`src/rtl/uart_rx.sv`:
```
// Mid-bit sampling UART receiver: parameterised data width, optional even parity, 1 or 2 stop bits.
// Define UART_RX_SYNC_EN to put RX_dataIn through a two-flop synchronizer (adds 2 cycles of latency).
module uart_rx #(
  parameter int CLK_BITS    = 8,
  parameter int DATA_WIDTH  = 8,
  parameter int PARITY_BITS = 0,
  parameter int STOP_BITS   = 1
) (
  input  logic                  clk,
  input  logic                  rst,
  input  logic [CLK_BITS-1:0]   clk_per_bit,
  input  logic                  RX_dataIn,
  output logic [DATA_WIDTH-1:0] RX_dataOut,
  output logic                  RX_done,
  output logic                  RX_parityError,
  output logic                  RX_frameError,
  output logic                  RX_busy
);

  localparam int IDX_W = (DATA_WIDTH > 2) ? $clog2(DATA_WIDTH) : 1;
  localparam logic [CLK_BITS-1:0] ONE     = CLK_BITS'(1);
  localparam logic [CLK_BITS-1:0] TWO     = CLK_BITS'(2);
  localparam logic [IDX_W-1:0]    IDX_ONE = IDX_W'(1);

  typedef enum logic [2:0] {IDLE, START, DATA, PARITY, STOP, BREAK_WAIT} state_t;

  state_t                r_state, w_next;
  logic [CLK_BITS-1:0]   r_cnt, r_cpb, w_cpbClamp, w_half, w_target;
  logic [IDX_W-1:0]      r_bitIdx;
  logic [DATA_WIDTH-1:0] r_shift, r_dataOut;
  logic                  r_parErr, r_stopErr, r_armed;
  logic                  r_done, r_parityError, r_frameError;
  logic                  w_line, w_tick, w_finish, w_frameErr, w_lastData;

`ifdef UART_RX_SYNC_EN
  logic [1:0] r_sync;

  always_ff @(posedge clk) begin
    if (!rst) r_sync <= 2'b11;
    else      r_sync <= {r_sync[0], RX_dataIn};
  end

  assign w_line = r_sync[1];
`else
  assign w_line = RX_dataIn;
`endif

  assign w_cpbClamp = (clk_per_bit < TWO) ? TWO : clk_per_bit;
  assign w_half     = r_cpb >> 1;
  assign w_target   = (r_state == START) ? (w_half - ONE) : (r_cpb - ONE);
  assign w_tick     = (r_cnt == w_target);
  assign w_lastData = (r_bitIdx == IDX_W'(DATA_WIDTH - 1));

  always_ff @(posedge clk) begin
    if (!rst) r_state <= IDLE;
    else      r_state <= w_next;
  end

  // r_armed blocks a start until the line has been seen high, so a line held low through reset is not taken as a start bit.
  always_comb begin
    w_next     = r_state;
    w_finish   = 1'b0;
    w_frameErr = 1'b0;
    case (r_state)
      IDLE:       if (!w_line && r_armed) w_next = START;
      START:      if (w_tick) w_next = w_line ? IDLE : DATA;
      DATA:       if (w_tick && w_lastData) w_next = (PARITY_BITS == 1) ? PARITY : STOP;
      PARITY:     if (w_tick) w_next = STOP;
      STOP: begin
        if (w_tick && (r_bitIdx == IDX_W'(STOP_BITS - 1))) begin
          w_finish   = 1'b1;
          w_frameErr = r_stopErr | ~w_line;
          w_next     = w_frameErr ? BREAK_WAIT : IDLE;
        end
      end
      BREAK_WAIT: if (w_line) w_next = IDLE;
      default:    w_next = IDLE;
    endcase
  end

  always_ff @(posedge clk) begin
    if (!rst) begin
      r_cnt         <= '0;
      r_cpb         <= '0;
      r_bitIdx      <= '0;
      r_shift       <= '0;
      r_parErr      <= 1'b0;
      r_stopErr     <= 1'b0;
      r_armed       <= 1'b0;
      r_dataOut     <= '0;
      r_done        <= 1'b0;
      r_parityError <= 1'b0;
      r_frameError  <= 1'b0;
    end else begin
      r_done  <= 1'b0;
      r_armed <= r_armed | w_line;
      if (r_state == IDLE) begin
        if (w_next == START) begin
          r_cnt     <= '0;
          r_cpb     <= w_cpbClamp;
          r_bitIdx  <= '0;
          r_parErr  <= 1'b0;
          r_stopErr <= 1'b0;
        end
      end else if (r_state != BREAK_WAIT) begin
        r_cnt <= w_tick ? '0 : r_cnt + ONE;
      end
      if (w_tick) begin
        case (r_state)
          DATA: begin
            r_shift  <= {w_line, r_shift[DATA_WIDTH-1:1]};
            r_bitIdx <= w_lastData ? '0 : r_bitIdx + IDX_ONE;
          end
          PARITY: r_parErr <= (^r_shift) ^ w_line;
          STOP: begin
            r_stopErr <= r_stopErr | ~w_line;
            r_bitIdx  <= r_bitIdx + IDX_ONE;
          end
          default: ;
        endcase
      end
      if (w_finish) begin
        r_done        <= 1'b1;
        r_dataOut     <= r_shift;
        r_parityError <= (PARITY_BITS == 1) ? r_parErr : 1'b0;
        r_frameError  <= w_frameErr;
      end
    end
  end

  assign RX_dataOut     = r_dataOut;
  assign RX_done        = r_done;
  assign RX_parityError = r_parityError;
  assign RX_frameError  = r_frameError;
  assign RX_busy        = (r_state != IDLE);

endmodule

```
`config.mk`:
```
export PLATFORM = sky130hd
export DESIGN_NAME = uart_rx
export DESIGN_NICKNAME = d
export VERILOG_FILES = /design/src/rtl/uart_rx.sv
export SDC_FILE = /design/constraint.sdc
export NUM_CORES = 1
export LEC_CHECK = 0
export BUFFER_PORTS_ARGS = -buffer_cell sky130_fd_sc_hd__buf_2
export CAP_MARGIN = 0
export CORE_MARGIN = 2
export CORE_UTILIZATION = 45
export DETAILED_ROUTE_END_ITERATION = 10
export SETUP_SLACK_MARGIN = 0.5
export SKIP_LAST_GASP = 1
export SLEW_MARGIN = 20
export SYNTH_ARGS = -nofsm -noshare
export SYNTH_HDL_FRONTEND = slang
export SYNTH_SLANG_ARGS = --single-unit
```
`constraint.sdc`:
```
create_clock -name clk -period 3.58 [get_ports clk]
set_input_delay 0.537 -clock clk [delete_from_list [all_inputs] [get_ports clk]]
set_output_delay 0.537 -clock clk [all_outputs]
set_load 0.02 [all_outputs]
```
==> results.json, run 1 <==
{
  "status": "finished, final reports clean",
  "synth-edff-count": 0,
  "drtIter0Drc": 161,
  "die_area_um2": 5724,
  "synth-seq-cells": 42,
  "top_usage_layer": "met2",
  "seqPwrFrac": 0.529,
  "ys.flop_type": "dfxtp_1",
  "synthArstFlopShare": 0,
  "diodes": 0,
  "area_growth_pct": 12.72,
  "critPathMaxFanout": 12,
  "cp-end-kind": "flip-flop",
  "grt_pass1_vias": 1780,
  "port_buffers": 21,
  "syn_inst": 277,
  "global_route.usage.met1": 0.2718,
  "fmax_mhz": 335.2,
  "drtAntennaViolNets": 0,
  "p_leak_uw": 0.001111,
  "clkLatencyLatePin_ps": 300,
  "coreArea_um2": 5042,
  "dpl.hpwl_um": 3702,
  "hold_buffers": 0,
  "via_per_inst": 5.518,
  "h-tree-depth": 2,
  "clk_pin_slew_ps": 90,
  "start_util": 0.4583,
  "maxCapViolations": 0,
  "place_congestion": 0.8350,
  "fin_setup_tns_ps": 0,
  "drive_above_1_share": 0.1966,
  "powerDensity_nw_per_um2": 352.1,
  "syn_nets": 293,
  "mostFrequentLayoutCell": "dfxtp_1",
  "syn_area_per_cell_um2": 8.343,
  "ys_types": 57,
  "setup_viol": 0,
  "slew-limit-headroom": 0.5505,
  "slew_viol_final": 0,
  "intPower_uw": 659.6,
  "startpoint_type": "flip-flop",
  "ir_worst_vdd_mv": 0.2781,
  "die_h_um": 75.66,
  "clockBufferDepth": 2,
  "wl_per_cell_um": 14.66,
  "cts_made_buffers": 5,
  "min_path_cells": 2,
  "fin_cells": 365,
  "dr.pass1.iters": 4,
  "io_pins": 23,
  "synth_warnings": 0,
  "worst_pin_slew_ps": 665.2,
  "p_sw_uw": 257.5,
  "num_rows": 26,
  "nets": 310,
  "num_vias": 2014,
  "arrival_ps": 3190,
  "hold_path_class": "flip-flop to flip-flop",
  "rr_worst_depth": 12,
  "hold_viol_final": 0,
  "fin_crit_ps": 2984,
  "dp_cells": 353,
  "grt_use_met3": 0.04762,
  "rsz0062_at_grt": "no",
  "switching_share": 0.2808,
  "grt_max_degree": 26,
  "track_usage": 0.1947,
  "syn-cell-area_um2": 2311,
  "cts_root_buffer": "clkbuf_8",
  "cts_tree": "yes",
  "combPwrFrac": 0.126,
  "nFillCells": 493,
  "required_ps": 3790,
  "grt_overflow": 0,
  "grtUsageMet2": 0.2947,
  "fp.dieW_um": 75.66,
  "ys_seq_area_frac": 0.3638,
  "fin_skew_ps": 6.488,
  "grt_antenna_before_repair": 0,
  "clkPwrFrac": 0.345,
  "wl_um": 5350,
  "fin_crit_sh": 0.8334,
  "grt_pass1_wl_um": 8473,
  "path_class": "flip-flop to flip-flop",
  "final_cell_mix": "39 x dfxtp_1, 35 x nand2_1, 27 x nor2_1",
  "route.detailed.drc": 0,
  "clkSinkCount": 42
}
power by group through the flow:
| stage | clock network, uW | registers (uW) | logic, uW |
|---|---|---|---|
| 5_1_grt | 345 | 486 | 128 |
| 3_5_place_dp | 0 | 495 | 108 |
| 3_3_place_gp | 0 | 495 | 109 |
| 2_1_floorplan | 0 | 490 | 85.7 |
| 4_1_cts | 327 | 484 | 112 |
| 6_report | 316 | 485 | 116 |
metal layers:
| metal | vias up | share of wire |
|---|---|---|
| met3 | 6 | 0.040 |
| met4 | 0 | 0.011 |
| met2 | 45 | 0.46 |
| li1 | 1026 | - |
| met1 | 937 | 0.49 |
| met5 | - | 0 |
cell usage after synthesis (4+ instances only):
master	n	share of area
nand3_1	17	0.037
ha_1	5	0.027
nor3_1	7	0.015
nand4_1	4	0.011
a31oi_1	4	0.011
dfxtp_1	42	0.36
nand2b_1	4	0.011
inv_1	5	0.0081
o21ai_0	5	0.011
clkbuf_1	12	0.019
or3_1	5	0.014
nand2_1	35	0.057
a21oi_1	14	0.030
buf_2	5	0.011
xnor2_1	5	0.019
nor2_1	27	0.044
or2_2	4	0.011
mux2i_1	20	0.087
worst max-delay path, stage by stage (launching register included):
cell	delay [ps]
dfxtp_2	400
or3b_4	410
nand2_1	90
a21boi_2	210
ha_1	280
xnor2_1	130
a211oi_1	170
nand3_1	150
nor4_4	210
nand3_2	160
buf_4	210
and4_1	230
a22o_1	230
area by class of cell:
class                      instances  area, um^2  share of cell area
multi-input combinational        208        1383              0.5307
sequential                        42       844.6              0.3242
timing repair buffer              31       180.2             0.06916
tap                               70       87.58             0.03362
clock buffer                       5       68.82             0.02642
inverter                           6       22.52            0.008646
clock inverter                     3       18.77            0.007205
cell families (layout without fill, tap and decap cells):
group	count (synthesis)	in the layout	share of synthesized area
other cells	1	1	0.001623
fa+ha+maj	5	5	0.02707
simple gates	124	124	0.2750
flops	42	42	0.3638
buf+inv	27	45	0.05468
xor+xnor	8	8	0.03032
mux	20	20	0.08663
compound gates	50	50	0.1608
what timing repair did:
item / 4_1_cts / 5_1_grt
cloned: 0 / 0
gates resized for setup: 5 / 6
pin swaps: 1 / 1
endpoints found under the setup margin: 27 / 24
buffers inserted: 2 / 2
stage by stage:
stage / worst slack [ps] / power [uW] / instance area [um^2] / util / hold slack [ps]
final: 596.5 / 917.1 / 2605 / 0.5166 / 470.0
after global routing: 472.3 / 958.8 / 2605 / 0.5166 / 482.9
after CTS: 503.9 / 922.7 / 2569 / 0.5094 / 470.6
after detailed placement: 68.19 / 603.5 / 2445 / 0.4849 / 456.6
after global placement: 258.5 / 604.1 / 2445 / 0.4849 / 446.2
after floorplan: 504.2 / 575.5 / 2311 / - / 431.8
state kept, by name (all words and copies together), names as in the netlist:
name / count
r_armed: 1
RX_frameError: 1
RX_done: 1
r_cpb: 8
r_state: 3
r_bitIdx: 3
r_cnt: 8
r_shift: 8
r_stopErr: 1
RX_dataOut: 8
final timing paths:
kind,slack [ps],endpoint,start
setup / recovery,600,r_cnt[4],r_state[2]
hold reg to reg,470,r_stopErr,r_stopErr
hold / removal,470,r_stopErr,r_stopErr
setup reg to reg,600,r_cnt[4],r_state[2]
Power figures use the tool's default switching activity.
==> run 2: changes to the inputs <==
- clock period: 3.58 -> 2.9 ns (I/O delays scaled with it)
==> results.json, run 2 (synthesis gave the netlist of run 1 again) <==
{
  "intPower_uw": 839.3,
  "grt_antenna_before_repair": 0,
  "ir_worst_vdd_mv": 0.3455,
  "route.detailed.drc": 0,
  "clockBufferDepth": 2,
  "crit_slowest_cell": "or3b_4",
  "fin_cells": 386,
  "cp_num_buf_inv": 2,
  "grt_overflow": 0,
  "switching_share": 0.2882,
  "place_congestion": 0.7972,
  "slew-limit-headroom": 0.6517,
  "critPathMaxFanout": 5,
  "drive_above_1_share": 0.2848,
  "slew_viol_final": 0,
  "io_pins": 23,
  "die_h_um": 75.66,
  "worst_pin_slew_ps": 515.0,
  "hold_buffers": 0,
  "h-tree-depth": 2,
  "area_growth_pct": 25.07,
  "required_ps": 3100,
  "seqCellArea_um2": 844.6,
  "maxCapViolations": 0,
  "clk_pin_slew_ps": 90,
  "p_sw_uw": 339.8,
  "cts_tree": "yes",
  "fin_crit_sh": 0.9925,
  "num_rows": 26,
  "port_buffers": 21,
  "path_class": "flip-flop to flip-flop",
  "arrival_ps": 3080,
  "grt_max_degree": 26,
  "rsz0062_at_grt": "yes",
  "nets": 331,
  "cp-end-kind": "flip-flop",
  "cts_made_buffers": 5,
  "clkSinkCount": 42,
  "dp_cells": 364,
  "fp.dieW_um": 75.66,
  "hold_path_class": "input pin to flip-flop",
  "cpPeakStageDelay_ps": 400,
  "clkLatencyLatePin_ps": 310,
  "final_cell_mix": "39 x dfxtp_1, 34 x nand2_1, 26 x nor2_1",
  "hold_path.startpoint": "clk_per_bit[4]",
  "holdPathEnd": "r_cpb[4]",
  "start_util": 0.4583,
  "drtAntennaViolNets": 0,
  "via_per_inst": 5.389,
  "fin_skew_ps": 11.76,
  "clkPwrFrac": 0.351,
  "seqPwrFrac": 0.503,
  "dpl.hpwl_um": 3809,
  "rr_worst_depth": 13,
  "r2r_setup_slack_ps": 20,
  "drtIter0Drc": 107,
  "p_leak_uw": 0.001257,
  "nFillCells": 453,
  "multi_input_area_um2": 1456,
  "fmax_mhz": 347.4,
  "worstReg2RegEnd": "RX_dataOut[7]",
  "num_vias": 2080,
  "grt_pass1_vias": 1831,
  "dr.pass1.iters": 4,
  "final_util": 0.5732,
  "setup_viol": 0,
  "mostFrequentLayoutCell": "dfxtp_1",
  "reg2reg_from": "r_state[1]",
  "place_ws_ps": -23.78,
  "wl_um": 5764,
  "coreArea_um2": 5042,
  "hold_viol_final": 0,
  "min_path_cells": 3,
  "cts_root_buffer": "clkbuf_8",
  "powerDensity_nw_per_um2": 408.0,
  "crit_chain": "or3b_4 > nand2_2 > a21boi_4 > ha_4 > xnor2_2 > a211oi_2 > nand3_1 > nor4_4 > buf_4 > nand4_1 > buf_6 > mux2i_1 > nor2_1",
  "die_area_um2": 5724,
  "fin_crit_ps": 2878,
  "wl_per_cell_um": 14.93,
  "diodes": 0,
  "status": "finished, final reports clean",
  "fin_setup_tns_ps": 0,
  "startpoint_type": "flip-flop",
  "combPwrFrac": 0.146,
  "grt_pass1_wl_um": 9163,
  "path_delay_family": "simple AND/OR/NAND/NOR gates",
  "setup_ws_ps": 21.67,
  "track_usage": 0.2134
}
run 2: changes by cell type in the layout (fill, tap and decap cells not counted), moves of 2 or more:
| cell | delta |
|---|---|
| buf_6 | +4 |
| nand3_1 | -2 |
| clkinv_2 | -2 |
| nand3_2 | +2 |
| buf_4 | +15 |
run 2: worst max path at each step:
stage | to | from | cells past startpoint
after floorplan | r_shift[1] | r_state[1] | 14
after detailed placement | r_state[2] | r_state[0] | 12
after global placement | r_state[2] | r_state[0] | 12
after global routing | RX_dataOut[0] | r_state[1] | 13
after CTS | r_cnt[4] | r_state[1] | 12
final | RX_dataOut[7] | r_state[1] | 13
run 2: what timing repair did:
action | in CTS | in global routing
pin swaps | 1 | 4
setup buffers | 7 | 5
cloned | 1 | 1
resized for setup | 14 | 11
endpoints found under the setup margin | 33 | 33
endpoints found under the hold margin | 0 | 0
run 2: metrics by stage:
stage	total power [uW]	cell area, um^2	hold slack, ps
2_1_floorplan	714.5	2366	431.8
3_3_place_gp	755.6	2557	446.9
3_5_place_dp	755.7	2557	455.6
4_1_cts	1171	2768	369.2
5_1_grt	1229	2890	384.2
6_report	1179	2890	372.9
run 2: layout make-up:
cell class	instances	share of cell area
multi-input cells	208	0.5039
flip-flops and latches	42	0.2922
repair buffers	52	0.1325
well taps	70	0.03030
clock buffers	5	0.02381
clock inverters	3	0.009524
inverters	6	0.007792
run 2: tightest hold or removal path, stage by stage:
cell and delay, ps:
buf_2 100, nand2_1 50, a21oi_1 50
run 2: per-layer routing:
layer	up-vias	global-route usage	share of wire
met1	968	0.3061	0.48
li1	1072	-	-
met5	-	0	0
met4	0	0.04678	0.012
met2	34	0.3382	0.47
met3	6	0.03571	0.031
run 2: power by group through the flow:
stage               sequential [uW]  combinational (uW)  clock (uW)
global placement                607                 149           0
CTS                             593                 159         419
finish                          593                 172         413
floorplan                       605                 109           0
global route                    595                 190         444
detailed placement              607                 149           0
==> run 3: changes to the inputs <==
- ABC_AREA: default -> 1
- CAP_MARGIN: 0 -> 40
- PLACE_DENSITY: default -> 0.74
==> results.json, run 3 <==
{
  "hold_buffers": 0,
  "start_util": 0.4677,
  "maxCapViolations": 0,
  "combPwrFrac": 0.266,
  "area_growth_pct": 20.90,
  "cts_tree": "yes",
  "ys.flop_type": "dfxtp_1",
  "nFillCells": 478,
  "drtAntennaViolNets": 0,
  "clkPwrFrac": 0.287,
  "track_usage": 0.2042,
  "drtIter0Drc": 181,
  "rr_worst_depth": 19,
  "met1Wirelength_um": 2604,
  "holdPathEnd": "r_cpb[1]",
  "cts_made_buffers": 5,
  "cp_num_buf_inv": 4,
  "p_sw_uw": 482.8,
  "final_util": 0.5654,
  "place_congestion": 0.9327,
  "die_h_um": 76.86,
  "r2r_setup_slack_ps": 570,
  "clk_pin_slew_ps": 90,
  "clockBufferDepth": 2,
  "clkLatencyLatePin_ps": 300,
  "synthArstFlopShare": 0,
  "setup_viol": 0,
  "ir_worst_vdd_mv": 0.2778,
  "hold_path.startpoint": "clk_per_bit[1]",
  "fin_skew_ps": 11.14,
  "wl_met3_um": 200,
  "crit_slowest_cell": "dfxtp_4",
  "nets": 412,
  "die_area_um2": 5907,
  "yosys.cell_count.top_type": "nand2_1",
  "wl_um": 5928,
  "ys_top_cells_by_area": "dfxtp_1 35%, nand2_1 14%, a21oi_1 8.2%, inv_1 6.3%, nand3_1 6.3%",
  "fp.dieW_um": 76.86,
  "synth-seq-cells": 42,
  "crit_top_cell": "nand2_1",
  "syn_inst": 362,
  "diodes": 0,
  "grt_max_degree": 23,
  "ys_seq_area_frac": 0.3520,
  "intPower_uw": 906.7,
  "slew_viol_final": 0,
  "h-tree-depth": 2,
  "arrival_ps": 2580,
  "seqPwrFrac": 0.447,
  "synth_common_cells": "88 x nand2_1, 42 x dfxtp_1, 40 x inv_1",
  "fin_crit_sh": 0.8040,
  "path_delay_family": "simple AND/OR/NAND/NOR gates",
  "grt_antenna_before_repair": 0,
  "cts_root_buffer": "clkbuf_8",
  "crit_chain": "inv_4 > nand3_4 > buf_6 > buf_4 > nand2_1 > nand2_2 > nand2_4 > nor2_4 > nand2_1 > nand2_1 > nand2_1 > nand2_1 > nor2_4 > nand2_4 > inv_8 > nand3_4 > nand2_2 > nand2_2 > nor2_2",
  "startpoint_type": "flip-flop",
  "dr.pass1.iters": 4,
  "rsz0062_at_grt": "yes",
  "required_ps": 3150,
  "p_leak_uw": 0.001308,
  "synth_warnings": 0,
  "critPathMaxFanout": 11,
  "route.detailed.drc": 0,
  "drive_above_1_share": 0.2141,
  "yosys.area.top_type": "dfxtp_1",
  "met2_length_um": 2964,
  "grt_overflow": 0,
  "num_vias": 2416,
  "coreArea_um2": 5107,
  "wl_per_cell_um": 12.69,
  "synth-edff-count": 0,
  "hold_viol_final": 0,
  "cpPeakStageDelay_ps": 370,
  "grt_pass1_vias": 2296,
  "highest_layer": "met4",
  "final_cell_mix": "82 x nand2_1, 39 x dfxtp_1, 39 x inv_1",
  "mostFrequentLayoutCell": "nand2_1",
  "port_buffers": 21,
  "fmax_mhz": 428.9,
  "cp-end-kind": "flip-flop",
  "path_class": "flip-flop to flip-flop",
  "syn-cell-area_um2": 2389,
  "ys_types": 34,
  "worst_pin_slew_ps": 709.2,
  "syn_nets": 378,
  "fin_crit_ps": 2332,
  "total_power_uw": 1389,
  "reg2reg_from": "r_state[2]",
  "num_rows": 26,
  "worstReg2RegEnd": "RX_frameError",
  "synth_top_cell_area_share": 0.3520,
  "slew-limit-headroom": 0.5267,
  "clkSinkCount": 42,
  "switching_share": 0.3475,
  "status": "finished, final reports clean",
  "hold_path_class": "input pin to flip-flop",
  "grt_pass1_wl_um": 9970,
  "io_pins": 23,
  "via_per_inst": 5.173,
  "dpl.hpwl_um": 4119,
  "fin_setup_tns_ps": 0,
  "syn_area_per_cell_um2": 6.598,
  "powerDensity_nw_per_um2": 481.1,
  "min_path_cells": 3
}
-- run 3: changes by cell type after synthesis, sizes merged, moves of 5 or more --
cell,before,now
o21ai,6,23
nand3,18,34
mux2i,20,0
a21oi,14,39
or3,5,0
nor2,27,40
nand4,4,9
inv,5,44
buf,9,4
nand2,35,92
-- run 3: logic make-up after synthesis --
group,share of synthesized area
buffers and inverters,0.09900
AND/OR/NAND/NOR,0.3531
flip-flops,0.3520
XOR/XNOR,0.01467
other,0.001570
AO/OA/AOI/OAI,0.1535
adder cells (fa/ha/maj),0.02619
-- run 3: worst reg2reg max path, stage by stage, from the launching register on --
cell and delay, ps:
dfxtp_4 370, inv_4 70, nand3_4 80, buf_6 140, buf_4 160, nand2_1 120, nand2_2 120, nand2_4 120
nor2_4 40, nand2_1 80, nand2_1 50, nand2_1 50, nand2_1 80, nor2_4 210, nand2_4 150, inv_8 110
nand3_4 110, nand2_2 100, nand2_2 50, nor2_2 100
-- run 3: layout make-up --
class / count / area, um^2 / area share
clock buffers: 5 / 68.82 / 0.02383
multi-input cells: 264 / 1433 / 0.4961
clock inverters: 3 / 25.02 / 0.008666
repair buffers: 38 / 240.2 / 0.08319
well taps: 70 / 87.58 / 0.03033
flip-flops and latches: 42 / 849.6 / 0.2942
repair inverters: 1 / 6.256 / 0.002166
inverters: 44 / 177.7 / 0.06152
-- run 3: worst max-delay path by stage --
stage | start | endpoint | depth (start not counted)
6_report | r_state[2] | RX_frameError | 19
5_1_grt | r_state[2] | RX_frameError | 19
4_1_cts | r_state[2] | RX_dataOut[0] | 16
3_5_place_dp | r_state[0] | RX_dataOut[6] | 14
3_3_place_gp | r_state[0] | RX_dataOut[7] | 15
2_1_floorplan | r_state[0] | RX_dataOut[0] | 17
-- run 3: power by group through the flow --
stage | combinational, uW | clock (uW) | sequential, uW
after floorplan | 248 | 0 | 628
after global placement | 302 | 0 | 634
after detailed placement | 311 | 0 | 635
after CTS | 332 | 407 | 622
after global routing | 416 | 437 | 625
final | 370 | 398 | 621
-- run 3: routing by layer --
layer  up-vias  GRT usage
li1       1246          -
met3        17    0.04118
met2        49     0.3588
met5         -          0
met1      1104     0.2432
met4         0    0.08000
-- run 3: through the flow --
stage	area (um^2)	instances	worst slack, ps	hold WS [ps]
after floorplan	2389	362	580.4	436.7
after global placement	2550	445	342.3	445.9
after detailed placement	2550	445	247.9	453.2
after CTS	2743	458	510.4	400.8
after global routing	2888	467	393.7	430.9
final	2888	467	568.3	417.6
-- run 3: what timing repair did --
action | 4_1_cts | 5_1_grt
pin swaps | 4 | 14
cloned | 2 | 0
setup endpoints to repair | 31 | 33
resized for setup | 15 | 21
setup buffers | 3 | 8
